`src/rtl/led_trail_pwm_if.sv`:
```
// ----------------------------------------------------------------------------
// led_trail_pwm_if : pattern/enable inputs and LED/sync outputs of led_trail_pwm
// Rev 1.0
// ----------------------------------------------------------------------------
`default_nettype none

interface led_trail_pwm_if;
  logic       en;
  logic [7:0] pattern_n;
  logic [7:0] led_n;
  logic       pwm_sync;

  modport master (output en, pattern_n, input led_n, pwm_sync);
  modport slave  (input en, pattern_n, output led_n, pwm_sync);
endinterface

`default_nettype wire

```
`src/rtl/led_trail_pwm.sv`:
```
// ----------------------------------------------------------------------------
// led_trail_pwm : full-on LEDs while the pattern bit is active, PWM fade trail after
// Rev 1.0
// ----------------------------------------------------------------------------
`default_nettype none

module led_trail_pwm #(
  parameter int PWM_DIV    = 8,
  parameter int DECAY_DIV  = 195_313,
  parameter int DECAY_STEP = 4
) (
  input  wire logic      clk,
  input  wire logic      rst,
  led_trail_pwm_if.slave bus
);

  localparam int            PW         = (PWM_DIV > 1)   ? $clog2(PWM_DIV)   : 1;
  localparam int            DW         = (DECAY_DIV > 1) ? $clog2(DECAY_DIV) : 1;
  localparam logic [PW-1:0] PWM_LAST   = PW'(PWM_DIV - 1);
  localparam logic [PW-1:0] PWM_ONE    = PW'(1);
  localparam logic [DW-1:0] DECAY_LAST = DW'(DECAY_DIV - 1);
  localparam logic [DW-1:0] DECAY_ONE  = DW'(1);
  localparam logic [7:0]    STEP       = 8'(DECAY_STEP);

  logic [PW-1:0] pwm_pre;
  logic [7:0]    pwm_cnt;
  logic [DW-1:0] dec_pre;
  logic [7:0]    level     [8];
  logic [7:0]    level_nxt [8];
  logic [7:0]    lit;
  logic          pwm_step;
  logic          dec_tick;

  assign pwm_step = (pwm_pre == PWM_LAST);
  assign dec_tick = (dec_pre == DECAY_LAST);

  // A pattern load takes priority over a coincident decay tick.
  always_comb begin
    for (int i = 0; i < 8; i++) begin
      lit[i]       = ~bus.pattern_n[i] | (level[i] > pwm_cnt);
      level_nxt[i] = level[i];
      if (!bus.pattern_n[i])
        level_nxt[i] = 8'hFF;
      else if (dec_tick)
        level_nxt[i] = (level[i] >= STEP) ? (level[i] - STEP) : 8'h00;
    end
  end

  always_ff @(posedge clk) begin
    if (rst || !bus.en) begin
      pwm_pre      <= '0;
      pwm_cnt      <= 8'h00;
      dec_pre      <= '0;
      bus.led_n    <= 8'hFF;
      bus.pwm_sync <= 1'b0;
      for (int i = 0; i < 8; i++)
        level[i] <= 8'h00;
    end else begin
      pwm_pre      <= pwm_step ? '0 : (pwm_pre + PWM_ONE);
      pwm_cnt      <= pwm_step ? (pwm_cnt + 8'h01) : pwm_cnt;
      bus.pwm_sync <= pwm_step && (pwm_cnt == 8'hFF);
      dec_pre      <= dec_tick ? '0 : (dec_pre + DECAY_ONE);
      bus.led_n    <= ~lit;
      for (int i = 0; i < 8; i++)
        level[i] <= level_nxt[i];
    end
  end

endmodule

`default_nettype wire
```
`src/flat_wrapper.sv`:
```
// flat-port wrapper written by rule: the top's interface ports become plain ports
module led_trail_pwm_flat 
#(
  parameter int PWM_DIV    = 8,
  parameter int DECAY_DIV  = 195_313,
  parameter int DECAY_STEP = 4
)
  (clk, rst, bus_en, bus_pattern_n, bus_led_n, bus_pwm_sync);
  led_trail_pwm_if bus_i ();
  input  wire logic clk;
  input  wire logic rst;
  input wire logic [$bits(bus_i.en)-1:0] bus_en;
  input wire logic [$bits(bus_i.pattern_n)-1:0] bus_pattern_n;
  output wire logic [$bits(bus_i.led_n)-1:0] bus_led_n;
  output wire logic [$bits(bus_i.pwm_sync)-1:0] bus_pwm_sync;
  assign bus_i.en = bus_en;
  assign bus_i.pattern_n = bus_pattern_n;
  assign bus_led_n = bus_i.led_n;
  assign bus_pwm_sync = bus_i.pwm_sync;
  led_trail_pwm #(.PWM_DIV(PWM_DIV), .DECAY_DIV(DECAY_DIV), .DECAY_STEP(DECAY_STEP)) u_core (.clk(clk), .rst(rst), .bus(bus_i));
endmodule
```
`config.mk`:
```
export PLATFORM = sky130hd
export DESIGN_NAME = led_trail_pwm_flat
export DESIGN_NICKNAME = d
export VERILOG_FILES = /design/src/rtl/led_trail_pwm_if.sv /design/src/rtl/led_trail_pwm.sv /design/src/flat_wrapper.sv
export SDC_FILE = /design/constraint.sdc
export NUM_CORES = 1
export LEC_CHECK = 0
export ABC_CLOCK_PERIOD_IN_PS = 2700
export CELL_PAD_IN_SITES_DETAIL_PLACEMENT = 0
export CELL_PAD_IN_SITES_GLOBAL_PLACEMENT = 1
export CORE_MARGIN = 2
export CORE_UTILIZATION = 48
export CTS_CLUSTER_DIAMETER = 50
export CTS_CLUSTER_SIZE = 25
export DETAILED_ROUTE_END_ITERATION = 16
export GPL_TIMING_DRIVEN = 0
export HOLD_SLACK_MARGIN = 0.12
export PLACE_DENSITY_LB_ADDON = 0.1
export REMOVE_ABC_BUFFERS = 1
export SYNTH_ARGS = -nofsm -noshare
export SYNTH_HDL_FRONTEND = slang
export SYNTH_SLANG_ARGS = --single-unit
```
`constraint.sdc`:
```
create_clock -name clk -period 2.7 [get_ports clk]
set_input_delay 0.54 -clock clk [delete_from_list [all_inputs] [get_ports clk]]
set_output_delay 0.54 -clock clk [all_outputs]
set_load 0.02 [all_outputs]
```
==> impl_results.md, run 1 <==
* DR WL/cell at 17.5 microns
* Layout area overhead at 10.2%
* Hold Fails Final Rpt at 0
* PwrDens at 476 mW/mm^2
* DRT Pass-1 Iters at 5
* Leakage power total at 2.53 nW
* Final WL at 15900 microns
* Setup violators final at 0
* Placer Congestion at between 0.7 and 0.8
* Hold Slack at 0.425 ns
* IO Port Bufs at 19
* Vias per std cell at 6.13
* Critical Path Sink Type: register
* Setup Buffers After CTS at 0
* Register area share after synthesis at 30.5%
* F_max at just under 400 MHz
* Average size of a mapped cell at about 8.3 sq um
* Clk pwr share at roughly two fifths
* CP arrival at 2.83 ns
* Filler Cells Inserted at roughly 1200
* Pin count of the biggest net entering global routing at 77
* Area contributors post-synth: dfxtp_1 (30%), ha_1 (17%), nand4_1 (4.3%)
* N_diodes at 0
* Post-route DRC at 0
* First-pass GRT wire length at 26600 microns
* Final worst path period need at 2.57 ns
* Yosys warnings at 0
* RSZ-0062 raised after global routing: false
* Peak supply drop at approximately 0.0004 V
* Worst Path Required at 2.96 ns
* Ys async rst share at 0%
* Clock transition at the registers of the reported paths at 0.07 ns
* Setup_tns at 0 ns
* Post-synth top area share at 30.5%
* Post-DP HPWL at 10400 microns
* Sw power at 0.887 mW
* Flop pwr share at 46.2%
* Core area at 0.0126 sq mm
* Slew margin rel. at 38.0%
* DIE WIDTH at 117 microns
* First DRT Iteration DRCs at around 460
* Final cell count without fillers at 906
* Layout Cell Area excl Fill at 0.00681 sq mm
* Min setup slack post-route at 0.130 ns
* Status: finished, final reports clean
* DRT antenna net count at 0
* Initial Util at 49.1%
* Syn Inst Count at 740
* Setup slack at placement at between 0.05 and 0.06 ns
* Post-synth EDFFs at 0
* Clock buffer depth at 2
* Site Rows at 41
* Clock Sinks at 94
* Cell Area, Synth at approximately 0.006 sq mm
* CTS Buf Count at 9
* Initial antenna violation count at 0
* Placed instance count at between 800 and 900
* Final setup skew at 0.00976 ns
* Fraction of layout cells with a size suffix above 1 at between 4 and 5%
* Synth Register Bits at 94
* Slew Viols, Final at 0
* Chip height at between 100 and 150 microns
* Synth Flop Type: dfxtp_1
* Nets at 825
* H-tree level count at 3
* Worst-margin pin slew at ~0.93 ns
* Total GRT Usage at a little under a quarter
* Hold_buf cts at 0
* Pint at ~2.4 mW
* Critical path type: register to register
* Max Cap Violations at 0
* Worst hold path type: register to register
* Clk root buf: clkbuf_16
* CP Max Fanout at 41
* Switching share of power at 27.4%
* Vias in the first global route at 5469
* Area leader, netlist: dfxtp_1
* Die outline area at 0.0138 sq mm
* Critical Path Start Type: register
* Vias at between 5000 and 6000
* CTS tree: built
* Fin crit share at 95.2%
* Grt ovf at 0
* Pwr Total at between 3 and 4 mW
* Post-place instance area at 0.00650 sq mm
* Cell variety after synth at 46
* Final Util at between 50% and 60%
* Worst skew pair latency at 0.36 ns
* Comb pwr share at 14.1%
* Io pins at 20
final cells by class:
type | instances | area [sq um] | area share [%]
multi-input combinational | 544 | 3940 | 57.9
sequential | 94 | 1880 | 27.6
timing repair buffer | 25 | 272 | 3.99
clock buffer | 10 | 229 | 3.36
tap | 172 | 215 | 3.16
inverter | 55 | 206 | 3.03
clock inverter | 6 | 62.6 | 0.919
power by group through the flow:
stage / Sequential [mW] / Combinational (mW) / Clock (mW)
final: 1.50 / 0.459 / 1.28
after global routing: 1.51 / 0.522 / 1.36
after CTS: 1.50 / 0.458 / 1.32
after detailed placement: 1.53 / 0.455 / 0
after global placement: 1.53 / 0.440 / 0
after floorplan: 1.52 / 0.312 / 0
cells in the mapped netlist (10+ instances only):
library cell and count:
nand4_1 42, o21ai_0 37, inv_1 55, dfxtp_1 94, a21oi_1 47, ha_1 85
nor2b_1 18, nand2b_1 12, nor2_1 49, or4_1 15, a31oi_1 39, nor3_1 11
xor2_1 10, o31ai_1 30, nand2_1 17, nand3_1 25, clkbuf_1 38, a211oi_1 12
repair_timing:
action | CTS | global route
resized for setup | 1 | 2
endpoints found under the setup margin | 1 | 22
pin swaps | 0 | 1
worst max-delay path: stages (launching register included):
cell and delay (ns):
dfxtp_1 0.40, nor4bb_4 0.45, buf_4 0.24, nand2_2 0.30
buf_12 0.31, or4_1 0.54, a31oi_1 0.21
kinds of logic (layout without fill, tap and decap cells):
| family | Yosys count | count (layout) | share of synthesized area, % |
|---|---|---|---|
| compound gates | 200 | 200 | 20.5 |
| simple gates | 239 | 239 | 22.6 |
| fa+ha+maj | 85 | 85 | 17.2 |
| flops | 94 | 94 | 30.5 |
| buf+inv | 102 | 96 | 6.40 |
| mux | 1 | 1 | 0.162 |
| xor+xnor | 19 | 19 | 2.69 |
layout by cell type (no fill, tap or decap), types with 11 or more instances in the layout:
master and count:
a211oi_1 12, a21oi_1 47, a31oi_1 39, clkdlybuf4s50_1 19
dfxtp_1 94, ha_1 85, inv_1 55, nand2_1 16
nand2b_1 11, nand3_1 25, nand4_1 42, nor2_1 49
nor2b_1 17, o21ai_0 37, o31ai_1 30, or4_1 15
sequential cells by signal, summed over array words and instances (netlist names):
name,count
u_core.pwm_pre,3
u_core.bus.pwm_sync,1
u_core.level,56
u_core.dec_pre,18
u_core.bus.led_n,8
u_core.pwm_cnt,8
worst paths after layout:
path                startpoint                 end  slack (ns)  depth (start not counted)
min reg2reg  u_core.pwm_pre[0]   u_core.pwm_pre[0]        0.42                          1
min          u_core.pwm_pre[0]   u_core.pwm_pre[0]        0.42                          1
max reg2reg  u_core.dec_pre[8]  u_core.level[0][3]        0.13                          6
max          u_core.dec_pre[8]  u_core.level[0][3]        0.13                          6
per-layer routing:
layer	wire length, microns	vias to the layer above	GRT usage [%]
met5	0	-	0
met1	7190	2639	28.8
met2	7580	134	41.6
met3	822	24	4.38
met4	283	0	8.58
li1	-	2757	-
Power figures use the tool's default switching activity.
==> run 2, diff against run 1 <==
--- a/config.mk
+++ b/config.mk
@@ -15,7 +15,7 @@
 export DETAILED_ROUTE_END_ITERATION = 16
 export GPL_TIMING_DRIVEN = 0
 export HOLD_SLACK_MARGIN = 0.12
-export PLACE_DENSITY_LB_ADDON = 0.1
+export PLACE_DENSITY = 0.91
 export REMOVE_ABC_BUFFERS = 1
 export SYNTH_ARGS = -nofsm -noshare
 export SYNTH_HDL_FRONTEND = slang
==> run 2 against run 1 <==
Compared with the run above:
- non-clock buffer count is 1 lower
- cell count is 0.22% lower
- core utilization is 0.10 points higher
- hold slack better by 0.032 ns
- routed wire length is 1.8% lower
- sequential share of layout area is 0.051 points lower
- critical path depth is 1 lower
- largest cell class unchanged
- final area is 0.18% higher
==> impl_results.md, run 2 (synthesis gave the netlist of run 1 again) <==
* N_diodes at 0
* First DRT Iteration DRCs at 485
* Fraction of layout cells with a size suffix above 1 at roughly 4.4%
* IO Port Bufs at 19
* Fin crit share at about 94%
* CTS Buf Count at 9
* Initial antenna violation count at 0
* Hold Slack at 0.457 ns
* Worst skew pair latency at approximately 0.35 ns
* Critical Path Sink Type: register
* Setup violators final at 0
* Vias per std cell at 6.25
* Total GRT Usage at 23.2%
* Vias in the first global route at 5686
* Core area at 0.0126 sq mm
* Leakage power total at 2.54 nW
* H-tree level count at 3
* Filler Cells Inserted at 1130
* Post-place instance area at 0.00649 sq mm
* Worst Path Required at 2.97 ns
* DRT antenna net count at 0
* Site Rows at slightly above 40
* Clock buffer depth at 2
* Final worst path period need at 2.55 ns
* Setup Buffers After CTS at 0
* Hold Fails Final Rpt at 0
* Largest regs: u_core.level x56, u_core.dec_pre x18
* Final Util at 54.3%
* Min setup slack post-route at 0.150 ns
* Pwr Total at approximately 3.4 mW
* Final setup skew at 0.00654 ns
* PwrDens at 493 mW/mm^2
* DIE WIDTH at 117 microns
* Status: finished, final reports clean
* Post-DP HPWL at 10200 microns
* Chip height at ~120 microns
* Setup_tns at 0 ns
* Slew margin rel. at 30.2%
* DR WL/cell at about 17 microns
* CTS tree: built
* Vias at 5650
* Die outline area at 0.0138 sq mm
* Placer Congestion at 0.814
* Largest register by flop count: u_core.level
* Layout Cell Area excl Fill at between 0.006 and 0.007 sq mm
* Io pins at 20
* Placed instance count at 889
* Slew Viols, Final at 0
* Max FFs per register at 56
* Commonest non-fill, non-tap cell in the layout: dfxtp_1
* Critical Path Start Type: register
* CP arrival at 2.82 ns
* Grt ovf at 0
* Worst hold path type: register to register
* Pin count of the biggest net entering global routing at 77
* Clock transition at the registers of the reported paths at approximately 0.070 ns
* Clk root buf: clkbuf_16
* RSZ-0062 raised after global routing: false
* Post-route DRC at 0
* Worst-margin pin slew at roughly 1.0 ns
* Layout area overhead at 10.5%
* Hold_buf cts at 0
* Final WL at 15600 microns
* Clock Sinks at 94
* First-pass GRT wire length at between 20000 and 30000 microns
* Most frequent cells in the layout: dfxtp_1 (94), ha_1 (85), inv_1 (55)
* DRT Pass-1 Iters at 7
* F_max at 392 MHz
* Critical path type: register to register
* Peak supply drop at 0.000306 V
* Initial Util at 49.1%
* Max Cap Violations at 0
* Setup slack at placement at 0.0282 ns
* Nets at a little over 800
* Final cell count without fillers at 904
* CP Max Fanout at between 40 and 50
## run 2: cell count changes in the layout (fill, tap and decap cells not counted)
cell / previous run / this run
clkbuf_8: 0 / 2
nor4bb_2: 0 / 1
clkinv_2: 2 / 0
clkinvlp_4: 3 / 1
nor4bb_4: 1 / 0
bufinv_16: 1 / 2
buf_4: 2 / 1
buf_8: 1 / 0
buf_6: 1 / 2
## run 2: path summary, 6_finish.rpt
kind              slack (ns)         startpoint  depth (start not counted)                   to
setup / recovery        0.15  u_core.dec_pre[2]                          5  u_core.level[0][45]
hold reg to reg         0.46  u_core.pwm_pre[0]                          1    u_core.pwm_pre[0]
setup reg to reg        0.15  u_core.dec_pre[2]                          5  u_core.level[0][45]
hold / removal          0.46  u_core.pwm_pre[0]                          1    u_core.pwm_pre[0]
## run 2: timing repair
| item | CTS | global route |
|---|---|---|
| endpoints found under the hold margin | 0 | 0 |
| setup endpoints to repair | 0 | 24 |
| gates resized for setup | 0 | 2 |
## run 2: critical path: stages, from the launching register on
cell and delay (ns):
dfxtp_1 0.35, or3_1 0.41, or3_2 0.72, buf_12 0.29, or4_1 0.52, a31oi_1 0.17
## run 2: area by class of cell
class	count	area, sq um	area share [%]
clock buffers	12	256	3.76
clock inverters	3	67.6	0.990
inverters	55	206	3.03
multi-input cells	544	3940	57.7
flip-flops and latches	94	1880	27.6
well taps	172	215	3.15
repair buffers	24	260	3.81
## run 2: where the power goes
| part | switching, mW | leakage, nW | internal (mW) | total [mW] |
|---|---|---|---|---|
| combinational | 0.263 | 1.62 | 0.199 | 0.461 |
| sequential | 0.0584 | 0.770 | 1.44 | 1.50 |
| clock | 0.546 | 0.155 | 0.858 | 1.40 |
## run 2: per-layer routing
layer	vias to the layer above	global-route usage, %	wire (microns)
li1	2747	-	-
met1	2736	26.9	6780
met2	146	42.6	7940
met3	21	4.91	693
met4	0	7.45	178
met5	-	0	0
==> run 3, diff against run 2 <==
--- a/config.mk
+++ b/config.mk
@@ -9,14 +9,13 @@
 export CELL_PAD_IN_SITES_DETAIL_PLACEMENT = 0
 export CELL_PAD_IN_SITES_GLOBAL_PLACEMENT = 1
 export CORE_MARGIN = 2
-export CORE_UTILIZATION = 48
+export CORE_UTILIZATION = 40
 export CTS_CLUSTER_DIAMETER = 50
 export CTS_CLUSTER_SIZE = 25
 export DETAILED_ROUTE_END_ITERATION = 16
 export GPL_TIMING_DRIVEN = 0
 export HOLD_SLACK_MARGIN = 0.12
-export PLACE_DENSITY = 0.91
-export REMOVE_ABC_BUFFERS = 1
+export PLACE_DENSITY = 0.8
 export SYNTH_ARGS = -nofsm -noshare
 export SYNTH_HDL_FRONTEND = slang
 export SYNTH_SLANG_ARGS = --single-unit
==> run 3 against run 2 <==
Compared with the run above:
- clock skew is 0.0040 ns higher
- maximum frequency is 1.2% lower
- critical endpoint is now u_core.level[0][39]
- count of clock-buffer cells in the layout is 3 lower
- non-clock buffer count is 35 higher
- register-to-register slack worse by 0.03 ns
- cell count is 5.8% higher
- clock power hardly changed
- routed wire length is 19% higher
- final area is 0.61% higher
==> impl_results.md, run 3 (synthesis gave the netlist of run 1 again) <==
* DR WL/cell at 19.4 microns
* Placer Congestion at approximately 0.88
* CP arrival at 2.85 ns
* R2R Path Start: u_core.dec_pre[8]
* Pint at 2.45 mW
* Largest register by flop count: u_core.level
* DRT antenna net count at 0
* Status: finished, final reports clean
* PwrDens at 491 mW/mm^2
* Leakage power total at 2.54 nW
* Initial antenna violation count at 0
* H-tree level count at 3
* Most frequent cells in the layout: dfxtp_1 (94), ha_1 (85), inv_1 (55)
* Crit path from: u_core.dec_pre[8]
* Clk root buf: clkbuf_16
* Final cell count without fillers at 956
* First DRT Iteration DRCs at 391
* Layout Cell Area excl Fill at 0.00686 sq mm
* Grt ovf at 0
* Clock transition at the registers of the reported paths at 0.07 ns
* Switching share of power at 27.4%
* Slew margin rel. at around two fifths
* Post-place instance area at 0.00653 sq mm
* Max FFs per register at 56
* Worst skew pair latency at ~0.36 ns
* CTS Buf Count at 9
* Layout area overhead at 11.1%
* Total GRT Usage at 23.1%
* Die outline area at 0.0165 sq mm
* Fin crit share at 95.6%
* Clock buffer depth at 2
* Core area at 0.0151 sq mm
* Vias at a little under 6000
* Final worst path period need at 2.58 ns
* Pin count of the biggest net entering global routing at 17
* Clock Sinks at 94
* Hold_buf cts at 0
* Max Cap Violations at 0
* Sw power at 0.922 mW
* Setup Buffers After CTS at 0
* CP Cell Sequence: clkbuf_1, nor4bb_1, buf_2, nand2_1, clkbuf_1, buf_1, a211oi_1, o31ai_1
* First-pass GRT wire length at between 20000 and 30000 microns
* Post-DP HPWL at 12900 microns
* Placed instance count at 940
* DIE WIDTH at 128 microns
* Post-route DRC at 0
* Crit path max-delay cell type: buf_1
* Chip height at 128 microns
* Io pins at 20
* Setup violators final at 0
* Slew Viols, Final at 0
* Mapped Nets at around 840
* IO Port Bufs at 12
* Critical path type: register to register
* Peak supply drop at 0.000396 V
* Final WL at 18600 microns
* CTS tree: built
* Initial Util at 40.8%
* Site Rows at 45
* Critical Path Start Type: register
* CP Max Fanout at 10
* Pwr Total at 3.37 mW
* N_diodes at 0
* Critical Path Sink Type: register
* Hold Startpoint: u_core.pwm_pre[0]
* Worst hold path type: register to register
* Final setup skew at 0.0106 ns
* Largest regs: u_core.level x56, u_core.dec_pre x18
* Slowest stage delay, CP at 0.60 ns
* Hold Fails Final Rpt at 0
* Commonest non-fill, non-tap cell in the layout: dfxtp_1
* Flop pwr share at between 40 and 50%
* DRT Pass-1 Iters at 7
* Comb pwr share at approximately 14%
* Hold Slack at 0.437 ns
* Fraction of layout cells with a size suffix above 1 at 3.91%
* Vias in the first global route at 5561
* Worst-margin pin slew at 0.883 ns
* Crit path top cell by count: clkbuf_1
* Clk pwr share at 41.7%
* F_max at 387 MHz
* Worst Path Required at 2.97 ns
* Nets at 859
* Vias per std cell at slightly above 6
* RSZ-0062 raised after global routing: false
[run 3: cell count changes in the layout (fill, tap and decap cells not counted), sizes merged]
cell and delta:
buf +4, clkbuf +35, clkdlybuf4s50 -7, clkinv +2, clkinvlp +1, inv +1
[run 3: layer usage]
| metal | vias to the layer above | part of all wire [%] | track usage, % |
|---|---|---|---|
| met5 | - | 0 | 0 |
| met3 | 42 | 6.1 | 4.22 |
| met4 | 0 | 3.0 | 9.76 |
| met2 | 211 | 46 | 37.0 |
| li1 | 2814 | - | - |
| met1 | 2843 | 45 | 30.5 |
[run 3: power groups by stage]
stage / clock, mW / sequential, mW / combinational, mW
after CTS: 1.44 / 1.50 / 0.458
final: 1.41 / 1.50 / 0.464
after global placement: 0 / 1.53 / 0.439
after global routing: 1.49 / 1.51 / 0.523
after detailed placement: 0 / 1.53 / 0.455
after floorplan: 0 / 1.52 / 0.327
[run 3: area by class of cell]
type	count	area (sq um)
fill	1430	8280
clock buffer	9	225
sequential	94	1880
inverter	55	206
buffer	47	193
tap	188	235
multi-input combinational	544	3910
clock inverter	7	97.6
timing repair buffer	12	120
[run 3: final timing paths]
path | to | slack [ns] | cells after the start
setup / recovery | u_core.level[0][39] | 0.12 | 8
hold / removal | u_core.pwm_pre[0] | 0.44 | 1
setup reg to reg | u_core.level[0][39] | 0.12 | 8
hold reg to reg | u_core.pwm_pre[0] | 0.44 | 1
[run 3: critical path, delay by kind of cell, from the launching register on]
kind | cells | cell delay [ns]
buffers and inverters | 4 | 1.60
AO/OA/AOI/OAI | 2 | 0.35
flip-flops | 1 | 0.31
AND/OR/NAND/NOR | 2 | 0.23
[run 3: through the flow]
| step | util (%) | setup WS (ns) | TNS [ns] |
|---|---|---|---|
| global route | 45.3 | 0.0122 | 0 |
| CTS | 45.3 | 0.0346 | 0 |
| detailed placement | 43.1 | -0.336 | -4.04 |
| floorplan | - | 0.652 | 0 |
| global placement | 43.1 | -0.275 | -3.23 |
| finish | 45.3 | 0.118 | 0 |
[run 3: timing repair]
| action | CTS | global route |
|---|---|---|
| pin swaps | 0 | 0 |
| cloned | 0 | 0 |
| gates resized for setup | 1 | 6 |
| setup endpoints to repair | 10 | 30 |
